`config.mk`:
```
export PLATFORM = sky130hd
export DESIGN_NAME = match_tally_flat
export DESIGN_NICKNAME = d
export VERILOG_FILES = /design/src/rtl/match_tally_if.sv /design/src/rtl/match_tally.sv /design/src/flat_wrapper.sv
export SDC_FILE = /design/constraint.sdc
export NUM_CORES = 1
export LEC_CHECK = 0
export ABC_AREA = 1
export CAP_MARGIN = 25
export CORE_MARGIN = 3
export CORE_UTILIZATION = 30
export CTS_CLUSTER_DIAMETER = 30
export CTS_CLUSTER_SIZE = 25
export DETAILED_ROUTE_END_ITERATION = 7
export HOLD_SLACK_MARGIN = 0.03
export SLEW_MARGIN = 20
export SYNTH_ARGS = -nofsm -noshare
export SYNTH_HDL_FRONTEND = slang
export SYNTH_SLANG_ARGS = --single-unit
export TNS_END_PERCENT = 30
```
`constraint.sdc`:
```
create_clock -name clk -period 4.21 [get_ports clk]
set_input_delay 0.421 -clock clk [delete_from_list [all_inputs] [get_ports clk]]
set_output_delay 0.421 -clock clk [all_outputs]
set_load 0.1 [all_outputs]
```
`src/rtl/match_tally_if.sv`:
```
// Read-port bundle for match_tally's history FIFO (first-word fall-through, valid/ready).
// MATCH_TALLY_TIMESTAMP_EN adds the rd_stamp head timestamp.
interface match_tally_if #(
  parameter int CNT_W = 8
) ();
  logic             rd_valid;
  logic             rd_ready;
  logic [1:0]       rd_who;
  logic [CNT_W-1:0] rd_seq;
`ifdef MATCH_TALLY_TIMESTAMP_EN
  logic [15:0]      rd_stamp;

  modport master (output rd_valid, output rd_who, output rd_seq, output rd_stamp, input rd_ready);
  modport slave  (input rd_valid, input rd_who, input rd_seq, input rd_stamp, output rd_ready);
`else
  modport master (output rd_valid, output rd_who, output rd_seq, input rd_ready);
  modport slave  (input rd_valid, input rd_who, input rd_seq, output rd_ready);
`endif
endinterface

```
`src/rtl/match_tally.sv`:
```
// Match statistics and result history following game_state: one event per GAMEOVER rise.
// Optional macro MATCH_TALLY_TIMESTAMP_EN stores a 16-bit cycle stamp with each history entry.
module match_tally #(
  parameter int DEPTH = 8,
  parameter int CNT_W = 8
) (
  input  logic             clk,
  input  logic             reset,
  input  logic             GAMEOVER,
  input  logic [1:0]       WHO,
  input  logic             tally_clr,
  match_tally_if.master    rd,
  output logic [CNT_W-1:0] match_count,
  output logic [CNT_W-1:0] w_wins,
  output logic [CNT_W-1:0] l_wins,
  output logic [CNT_W-1:0] streak,
  output logic [1:0]       streak_who,
  output logic             fifo_full,
  output logic             overflow,
  output logic             bad_who
);

  localparam int AW = (DEPTH > 1) ? $clog2(DEPTH) : 1;
  localparam int OW = AW + 1;
  localparam logic [OW-1:0] DEPTH_C = OW'(DEPTH);

  function automatic logic [CNT_W-1:0] sat_inc(input logic [CNT_W-1:0] v);
    if (v == {CNT_W{1'b1}}) begin
      sat_inc = v;
    end else begin
      sat_inc = v + CNT_W'(1);
    end
  endfunction

  logic             go_q, go_d;
  logic [CNT_W-1:0] match_count_q, match_count_d;
  logic [CNT_W-1:0] w_wins_q, w_wins_d;
  logic [CNT_W-1:0] l_wins_q, l_wins_d;
  logic [CNT_W-1:0] streak_q, streak_d;
  logic [1:0]       streak_who_q, streak_who_d;
  logic             overflow_q, overflow_d;
  logic             bad_who_q, bad_who_d;
  logic [AW-1:0]    wr_ptr_q, wr_ptr_d;
  logic [AW-1:0]    rd_ptr_q, rd_ptr_d;
  logic [OW-1:0]    count_q, count_d;
  logic [1:0]       mem_who_q [DEPTH];
  logic [1:0]       mem_who_d [DEPTH];
  logic [CNT_W-1:0] mem_seq_q [DEPTH];
  logic [CNT_W-1:0] mem_seq_d [DEPTH];
`ifdef MATCH_TALLY_TIMESTAMP_EN
  logic [15:0]      stamp_q, stamp_d;
  logic [15:0]      mem_stamp_q [DEPTH];
  logic [15:0]      mem_stamp_d [DEPTH];
`endif

  logic event_s, who_ok_s, pop_s, push_s, full_s, rd_valid_s;

  assign full_s     = (count_q == DEPTH_C);
  assign rd_valid_s = (count_q != {OW{1'b0}});

  // Event detection, statistics update and FIFO push/pop bookkeeping.
  always_comb begin
    go_d          = GAMEOVER;
    match_count_d = match_count_q;
    w_wins_d      = w_wins_q;
    l_wins_d      = l_wins_q;
    streak_d      = streak_q;
    streak_who_d  = streak_who_q;
    overflow_d    = overflow_q;
    bad_who_d     = bad_who_q;
    wr_ptr_d      = wr_ptr_q;
    rd_ptr_d      = rd_ptr_q;
    count_d       = count_q;
    mem_who_d     = mem_who_q;
    mem_seq_d     = mem_seq_q;
`ifdef MATCH_TALLY_TIMESTAMP_EN
    mem_stamp_d   = mem_stamp_q;
    stamp_d       = stamp_q + 16'd1;
`endif

    event_s  = GAMEOVER & ~go_q;
    who_ok_s = (WHO == 2'b10) | (WHO == 2'b01);
    pop_s    = rd_valid_s & rd.rd_ready;
    push_s   = event_s & who_ok_s & (~full_s | pop_s);

    if (tally_clr) begin
      // Clear wins over any coincident event; go_d still tracks GAMEOVER.
      match_count_d = {CNT_W{1'b0}};
      w_wins_d      = {CNT_W{1'b0}};
      l_wins_d      = {CNT_W{1'b0}};
      streak_d      = {CNT_W{1'b0}};
      streak_who_d  = 2'b00;
      overflow_d    = 1'b0;
      bad_who_d     = 1'b0;
      wr_ptr_d      = {AW{1'b0}};
      rd_ptr_d      = {AW{1'b0}};
      count_d       = {OW{1'b0}};
`ifdef MATCH_TALLY_TIMESTAMP_EN
      stamp_d       = 16'd0;
`endif
    end else begin
      if (event_s && who_ok_s) begin
        match_count_d = sat_inc(match_count_q);
        case (WHO)
          2'b10:   w_wins_d = sat_inc(w_wins_q);
          2'b01:   l_wins_d = sat_inc(l_wins_q);
          default: w_wins_d = w_wins_q;
        endcase
        if (WHO == streak_who_q) begin
          streak_d = sat_inc(streak_q);
        end else begin
          streak_who_d = WHO;
          streak_d     = CNT_W'(1);
        end
        if (push_s) begin
          mem_who_d[wr_ptr_q] = WHO;
          mem_seq_d[wr_ptr_q] = sat_inc(match_count_q);
`ifdef MATCH_TALLY_TIMESTAMP_EN
          mem_stamp_d[wr_ptr_q] = stamp_q;
`endif
          wr_ptr_d = wr_ptr_q + AW'(1);
        end else begin
          overflow_d = 1'b1;
        end
      end else if (event_s) begin
        bad_who_d = 1'b1;
      end else begin
        bad_who_d = bad_who_q;
      end

      if (pop_s) begin
        rd_ptr_d = rd_ptr_q + AW'(1);
      end else begin
        rd_ptr_d = rd_ptr_q;
      end

      case ({push_s, pop_s})
        2'b10:   count_d = count_q + OW'(1);
        2'b01:   count_d = count_q - OW'(1);
        default: count_d = count_q;
      endcase
    end
  end

  // State registers; async reset clears everything including the history storage.
  always_ff @(posedge clk or posedge reset) begin
    if (reset) begin
      go_q          <= 1'b0;
      match_count_q <= {CNT_W{1'b0}};
      w_wins_q      <= {CNT_W{1'b0}};
      l_wins_q      <= {CNT_W{1'b0}};
      streak_q      <= {CNT_W{1'b0}};
      streak_who_q  <= 2'b00;
      overflow_q    <= 1'b0;
      bad_who_q     <= 1'b0;
      wr_ptr_q      <= {AW{1'b0}};
      rd_ptr_q      <= {AW{1'b0}};
      count_q       <= {OW{1'b0}};
      for (int i = 0; i < DEPTH; i++) begin
        mem_who_q[i] <= 2'b00;
        mem_seq_q[i] <= {CNT_W{1'b0}};
`ifdef MATCH_TALLY_TIMESTAMP_EN
        mem_stamp_q[i] <= 16'd0;
`endif
      end
`ifdef MATCH_TALLY_TIMESTAMP_EN
      stamp_q       <= 16'd0;
`endif
    end else begin
      go_q          <= go_d;
      match_count_q <= match_count_d;
      w_wins_q      <= w_wins_d;
      l_wins_q      <= l_wins_d;
      streak_q      <= streak_d;
      streak_who_q  <= streak_who_d;
      overflow_q    <= overflow_d;
      bad_who_q     <= bad_who_d;
      wr_ptr_q      <= wr_ptr_d;
      rd_ptr_q      <= rd_ptr_d;
      count_q       <= count_d;
      mem_who_q     <= mem_who_d;
      mem_seq_q     <= mem_seq_d;
`ifdef MATCH_TALLY_TIMESTAMP_EN
      mem_stamp_q   <= mem_stamp_d;
      stamp_q       <= stamp_d;
`endif
    end
  end

  // Head-of-FIFO presentation; zeros while empty.
  always_comb begin
    rd.rd_valid = rd_valid_s;
    if (rd_valid_s) begin
      rd.rd_who = mem_who_q[rd_ptr_q];
      rd.rd_seq = mem_seq_q[rd_ptr_q];
    end else begin
      rd.rd_who = 2'b00;
      rd.rd_seq = {CNT_W{1'b0}};
    end
`ifdef MATCH_TALLY_TIMESTAMP_EN
    if (rd_valid_s) begin
      rd.rd_stamp = mem_stamp_q[rd_ptr_q];
    end else begin
      rd.rd_stamp = 16'd0;
    end
`endif
  end

  assign match_count = match_count_q;
  assign w_wins      = w_wins_q;
  assign l_wins      = l_wins_q;
  assign streak      = streak_q;
  assign streak_who  = streak_who_q;
  assign fifo_full   = full_s;
  assign overflow    = overflow_q;
  assign bad_who     = bad_who_q;

endmodule

```
`src/flat_wrapper.sv`:
```
// flat-port wrapper written by rule: the top's interface ports become plain ports
module match_tally_flat 
#(
  parameter int DEPTH = 8,
  parameter int CNT_W = 8
)
  (clk, reset, GAMEOVER, WHO, tally_clr, match_count, w_wins, l_wins, streak, streak_who, fifo_full, overflow, bad_who, rd_rd_valid, rd_rd_who, rd_rd_seq, rd_rd_ready);
  match_tally_if #(.CNT_W(CNT_W)) rd_i ();
  input  logic clk;
  input  logic reset;
  input  logic GAMEOVER;
  input  logic [1:0] WHO;
  input  logic tally_clr;
  output logic [CNT_W-1:0] match_count;
  output logic [CNT_W-1:0] w_wins;
  output logic [CNT_W-1:0] l_wins;
  output logic [CNT_W-1:0] streak;
  output logic [1:0] streak_who;
  output logic fifo_full;
  output logic overflow;
  output logic bad_who;
  output wire logic [$bits(rd_i.rd_valid)-1:0] rd_rd_valid;
  output wire logic [$bits(rd_i.rd_who)-1:0] rd_rd_who;
  output wire logic [$bits(rd_i.rd_seq)-1:0] rd_rd_seq;
  input wire logic [$bits(rd_i.rd_ready)-1:0] rd_rd_ready;
  assign rd_rd_valid = rd_i.rd_valid;
  assign rd_rd_who = rd_i.rd_who;
  assign rd_rd_seq = rd_i.rd_seq;
  assign rd_i.rd_ready = rd_rd_ready;
  match_tally #(.DEPTH(DEPTH), .CNT_W(CNT_W)) u_core (.clk(clk), .reset(reset), .GAMEOVER(GAMEOVER), .WHO(WHO), .tally_clr(tally_clr), .rd(rd_i), .match_count(match_count), .w_wins(w_wins), .l_wins(l_wins), .streak(streak), .streak_who(streak_who), .fifo_full(fifo_full), .overflow(overflow), .bad_who(bad_who));
endmodule
```
==> results.md <==
* Die Ht at 153 um
* First-pass GRT wire length at between 20000 and 30000 um
* CP startpoint kind: register
* Sequential area share after synthesis at 0.490
* Postcts setup bufs at 0
* Inserted Diodes at 0
* Register clock-pin slew on the reported worst setup and hold paths at 0.05 ns
* GRT overflow at 0
* Synth cell types at 43
* Netlist Area Pre-Place at 6490 um2
* CTS tree: done
* Mux cell area share after synthesis at 0
* Psw at 1.51 mW
* Top_reg_cell synth: dfrtp_1
* Fin util at 0.372
* P per Cell Area at 512 nW/um2
* Post-CTS Resized at 0
* Leak Pwr at 3.72 nW
* Total global-route track usage at 0.147
* Htree depth at 4
* Pre-Repair DR Iteration Count at 4
* Total internal power at 2.52 mW
* CP required at 3.79 ns
* Vias in the first global route at 5290
* Final period utilization at 0.760
* Critical Path Source: u_core.rd_ptr_q[1]
* Hold Path Class: register to register
* Initial core utilization at 0.307
* Synthesized area per cell at 8.22 um2
* Later-pin clock latency in the skew report at roughly 0.42 ns
* Status: finished, final reports clean
* Worst Hold Launch: u_core.mem_seq_q[15]
* Setup_tns at 0 ns
* Final hold violation count at 0
* Clock share of power at 0.378
* Post-synthesis compound-gate area fraction at 0.162
* Sw Ratio at 0.375
* Die X at around 150 um
* Ys Warns at 0
* # fillers at 2132
* ANT nets after route at 0
* Simple-gate portion of the synthesized area at 0.244
* Synth Area in XOR/XNOR at 0.0174
* Endpoint of the worst register-to-register path: u_core.match_count[7]
* Worst ir drop on vdd at 0.294 mV
* Fmax at 313 MHz
* Reg-to-reg slack, setup at between 2 and 2.5 ns
* Wire per inst at 15.1 um
* Cell Rows at 53
* Area Overhead vs Synth at 21.2%
* Number of synthesized flops with an enable pin at 0
* Synth Register Bits at ~130
* RSZ-0062 raised after global routing: no
* Slew HR at 0.327
* Worst Tran Pin Value at a little over 1 ns
* HPWL Detailed at 11200 um
* Comb pwr share at 0.291
* Largest net degree at the start of global routing at 67
* Synth Net Count at 806
* Synth async-reset ratio at 1.00
* Min cycle time layout at ~3.2 ns
* Routed vias/inst at 4.83
* Antenna violations before repair at 0
* PortBufs at 54
* R2R depth at 9
* Hold Path Stages at 2
* FF-to-FF Start: u_core.match_count[0]
* Hold_buf cts at 0
* Root Driver: clkbuf_16
* Total CTS buffers at 17
* Main combinational cell family by area after synthesis: simple AND/OR/NAND/NOR gates
* I/O pins at 55
* Clk sink count at about 130
* Nets at 858
* Drt drc at 0
* # setup viols final at 0
* Clk buf depth at 2
* Vias at 5443
* Max Cap Violations at 0
* Worst Path Arrival at 2.78 ns
* Seq pwr share at 0.331
* Fraction of layout cells with a size suffix above 1 at 0.109
* CP Capture Type: primary output
* DRT Wirelength at 17000 um
* GP Congestion at 0.840
* Setup CP Type: register to primary output
* Worst clock skew at 0.00603 ns
* Core footprint at 21200 um2
* Worst-path maximum fanout at 25
* Overall die area at around 23000 um2
* Syn Inst Count at 789
* Post-Synth Adder-Cell Area at 0.0193
* Slew Viols, Final at 0
* Detailed Route Iter0 Violations at 335
* Hold EP: u_core.mem_seq_q[15]
[synth_stat cells, types with 8 or more instances]
| master | instances | area, um2 |
|---|---|---|
| nand2_1 | 222 | 833 |
| dfrtp_1 | 127 | 3180 |
| o21ai_0 | 97 | 485 |
| nor2_1 | 79 | 297 |
| inv_1 | 63 | 236 |
| nand3_1 | 31 | 155 |
| a21oi_1 | 21 | 105 |
| o21ai_2 | 17 | 149 |
| clkbuf_1 | 14 | 52.6 |
| ha_1 | 10 | 125 |
| a31oi_1 | 8 | 50.1 |
| o21ai_1 | 8 | 40.0 |
| o32ai_1 | 8 | 70.1 |
| xor2_1 | 8 | 70.1 |
[layout by cell type, fill, tap and decap left out, drive strengths merged, types with 10 or more instances in the layout]
| master | synthesis | routed |
|---|---|---|
| dfrtp | 127 | 127 |
| inv | 74 | 74 |
| nand2 | 227 | 227 |
| buf | 11 | 14 |
| clkdlybuf4s50 | 0 | 44 |
| nand3 | 32 | 32 |
| o21ai | 123 | 123 |
| nor2 | 88 | 88 |
| a21oi | 23 | 23 |
| clkbuf | 14 | 21 |
| ha | 10 | 10 |
[flip-flops by register name, indices dropped and copies added, names as in the netlist]
signal,flops
u_core.mem_seq_q,64
u_core.mem_who_q,16
u_core.l_wins,8
u_core.match_count,8
u_core.streak,8
u_core.w_wins,8
u_core.count_q,4
u_core.rd_ptr_q,3
u_core.wr_ptr_q,3
u_core.streak_who,2
u_core.bad_who,1
u_core.go_q,1
u_core.overflow,1
[cell families (layout without fill, tap and decap cells)]
kind of cell | Yosys count | count (layout)
buf+inv | 101 | 165
fa+ha+maj | 10 | 10
xor+xnor | 12 | 12
simple gates | 361 | 361
compound gates | 178 | 178
flops | 127 | 127
[layer usage]
metal | vias up | GRT usage | routed length, um
li1 | 2692 | - | -
met1 | 2603 | 0.205 | 8300
met2 | 132 | 0.227 | 7710
met3 | 16 | 0.0399 | 845
met4 | 0 | 0.0416 | 165
met5 | - | 0 | 0
[worst max path at each step]
| stage | end | slack (ns) | depth (start not counted) |
|---|---|---|---|
| 6_report | rd_rd_seq[7] | 1.01 | 6 |
| 5_1_grt | rd_rd_seq[2] | 0.86 | 6 |
| 4_1_cts | rd_rd_seq[7] | 1.07 | 6 |
| 3_5_place_dp | u_core.mem_seq_q[32] | 1.07 | 12 |
| 3_3_place_gp | u_core.count_q[3] | 1.18 | 15 |
| 2_1_floorplan | u_core.bad_who | 0.40 | 1 |
[critical path: stages (launching register included)]
cell and delay (ns):
dfrtp_1 0.95, buf_4 0.38, o21ai_0 0.12, o32ai_1 0.16, o21ai_0 0.23, nor2_1 0.19, buf_4 0.31
[layout make-up]
class	count	area (um2)	area share
flip-flops and latches	127	3180	0.404
inverters	76	300	0.0382
well taps	275	344	0.0438
multi-input cells	561	2880	0.366
clock inverters	10	136	0.0173
repair buffers	58	558	0.0710
clock buffers	21	470	0.0598
[power groups by stage]
stage          Sequential, mW  Combinational (mW)  Clock (mW)
2_1_floorplan            1.37               0.881           0
3_3_place_gp             1.35                1.17           0
3_5_place_dp             1.35                1.17           0
4_1_cts                  1.33                1.18        1.56
5_1_grt                  1.34                1.27        1.60
6_report                 1.33                1.17        1.52
[per-stage QoR]
step                total power, mW  instances  setup WS, ns  cell area (um2)  hold WS, ns
CTS                            4.06       1128          1.07             7860        0.471
finish                         4.03       1128          1.01             7860        0.468
detailed placement             2.52       1097          1.07             7260        0.458
global placement               2.53       1097          1.18             7260        0.455
global route                   4.21       1128         0.858             7860        0.492
floorplan                      2.25        789         0.405             6490        0.437
(Power assumes the default switching activity.)
==> edit, RTL diff (config.mk and constraints unchanged) <==
Register the output `overflow` once more, without a reset; this adds one clock of latency there. The other outputs are not delayed to match.
--- a/src/rtl/match_tally.sv
+++ b/src/rtl/match_tally.sv
@@ -213,5 +213,7 @@
   assign streak_who  = streak_who_q;
   assign fifo_full   = full_s;
-  assign overflow    = overflow_q;
+  always_ff @(posedge clk) begin
+    overflow <= overflow_q;
+  end
   assign bad_who     = bad_who_q;
 
Function: same outputs for any inputs over 4 cycles, from zero or initial values and one cycle with reset high; that may be too few to reach the edited logic, so the function may still have changed.
==> edit against the original RTL <==
Sequential cell count up 1. Core utilization down 0.083 points. Via count down 0.31%. Wire length down 1.8%. Synthesized cell count up 0.13%. Total power down 2.6%. Synthesized area up 0.31%. Combinational power about the same. Cell area down 0.22%. Setup slack better by 170 ps. Critical endpoint is now rd_rd_seq[1]. Maximum frequency up 5.6%. Critical path depth unchanged. Highest routed layer unchanged. Sequential share of layout area up 0.35 points.
==> edit: results (changes against the original RTL) <==
status=finished clean (unchanged); via count=5426 (was 5443); Regs by FF count=u_core.mem_seq_q: 64 flops, u_core.mem_who_q: 16 flops (unchanged); Met2 Wirelength=7360 um (was 7710 um); dpl hpwl=10800 um (was 11200 um); maximum VDD drop=0.314 mV (was 0.294 mV); Post-DP Area=7280 um^2 (was 7260 um^2); pre-CTS setup slack=1110 ps (was 1070 ps); fin worst setup slack=1180 ps (was 1010 ps); Net Count, Synth=807 (was 806); vias in the first global route=5276 (was 5290); net count reported at finish=859 (was 858); initial antenna violation count=0 (unchanged); # diodes=0 (unchanged); Hold WS=377 ps (was 468 ps); post-synthesis sequential area ratio=0.491 (was 0.490); Post-synth top cells=nand2_1, dfrtp_1, o21ai_0 (unchanged); Final Skew=5.76 ps (was 6.03 ps); Placer Congestion=0.809 (was 0.840); xor and xnor fraction of the mapped netlist area=0.0173 (was 0.0174); Post-Layout Cell Count=1130 (was 1128); H-tree Lvls=4 (unchanged); synth unique cells=44 (was 43); Hold EP=u_core.overflow (was u_core.mem_seq_q[15]); Worst Path Arrival=2610 ps (was 2780 ps); Fillers=2123 (was 2132); M1 WL=8200 um (was 8300 um); initial DRC count=394 (was 335); GR Layer Usage met3=0.0433 (was 0.0399); Syn Area/Cell=8.24 um^2 (was 8.22 um^2); first-pass GRT wire length=28100 um (was 27900 um); GR Util All Layers=0.148 (was 0.147); DRT Pass-1 Iters=5 (was 4); R2R Setup Slk=2220 ps (was 2110 ps); Critical Path Sink=rd_rd_seq[1] (was rd_rd_seq[7]); root buffer cell=clkbuf_16 (unchanged); worst-path fanout max=24 (was 25); routed wl met3=928 um (was 845 um); pin count of the biggest net entering global routing=128 (was 67); met2 Track Usage GR=0.221 (was 0.227); Hold Startpoint=u_core.overflow_q (was u_core.mem_seq_q[15]); P_leak=0.00371 uW (was 0.00372 uW); asr flop ratio synth=0.992 (was 1.00); share of layout cells above drive strength 1=0.110 (was 0.109); post-synthesis adder-cell area fraction=0.0192 (was 0.0193); Synth Area in Compound Gates=0.162 (about the same); Worst Tran Pin Value=1030 ps (was 1010 ps); met1 Use GR=0.209 (was 0.205); synth top area cells=dfrtp_1, nand2_1, o21ai_0 (unchanged)
## edit: power by group
part,internal [uW],leakage (uW),total (uW),switching (uW)
clock,867,0.000274,1410,543
sequential,1280,0.00172,1340,53.5
combinational,272,0.00172,1170,901
## edit: final cells by class
class / count / area [um^2] / area share
multi-input cells: 561 / 2880 / 0.367
clock buffers: 22 / 484 / 0.0617
inverters: 76 / 300 / 0.0383
repair buffers: 58 / 558 / 0.0711
flip-flops and latches: 128 / 3200 / 0.408
clock inverters: 10 / 85.1 / 0.0108
well taps: 275 / 344 / 0.0439
## edit: worst max-delay path: stages, from the launching register on
cell and delay (ps):
dfrtp_1 760, buf_4 400, o21ai_0 140, o21ai_0 230, o21ai_0 110, a31oi_1 200, buf_4 320
## edit: cells by family after synthesis
kind of cell | after synthesis
fa+ha+maj | 10
buf+inv | 101
flops | 128
simple gates | 361
compound gates | 178
xor+xnor | 12
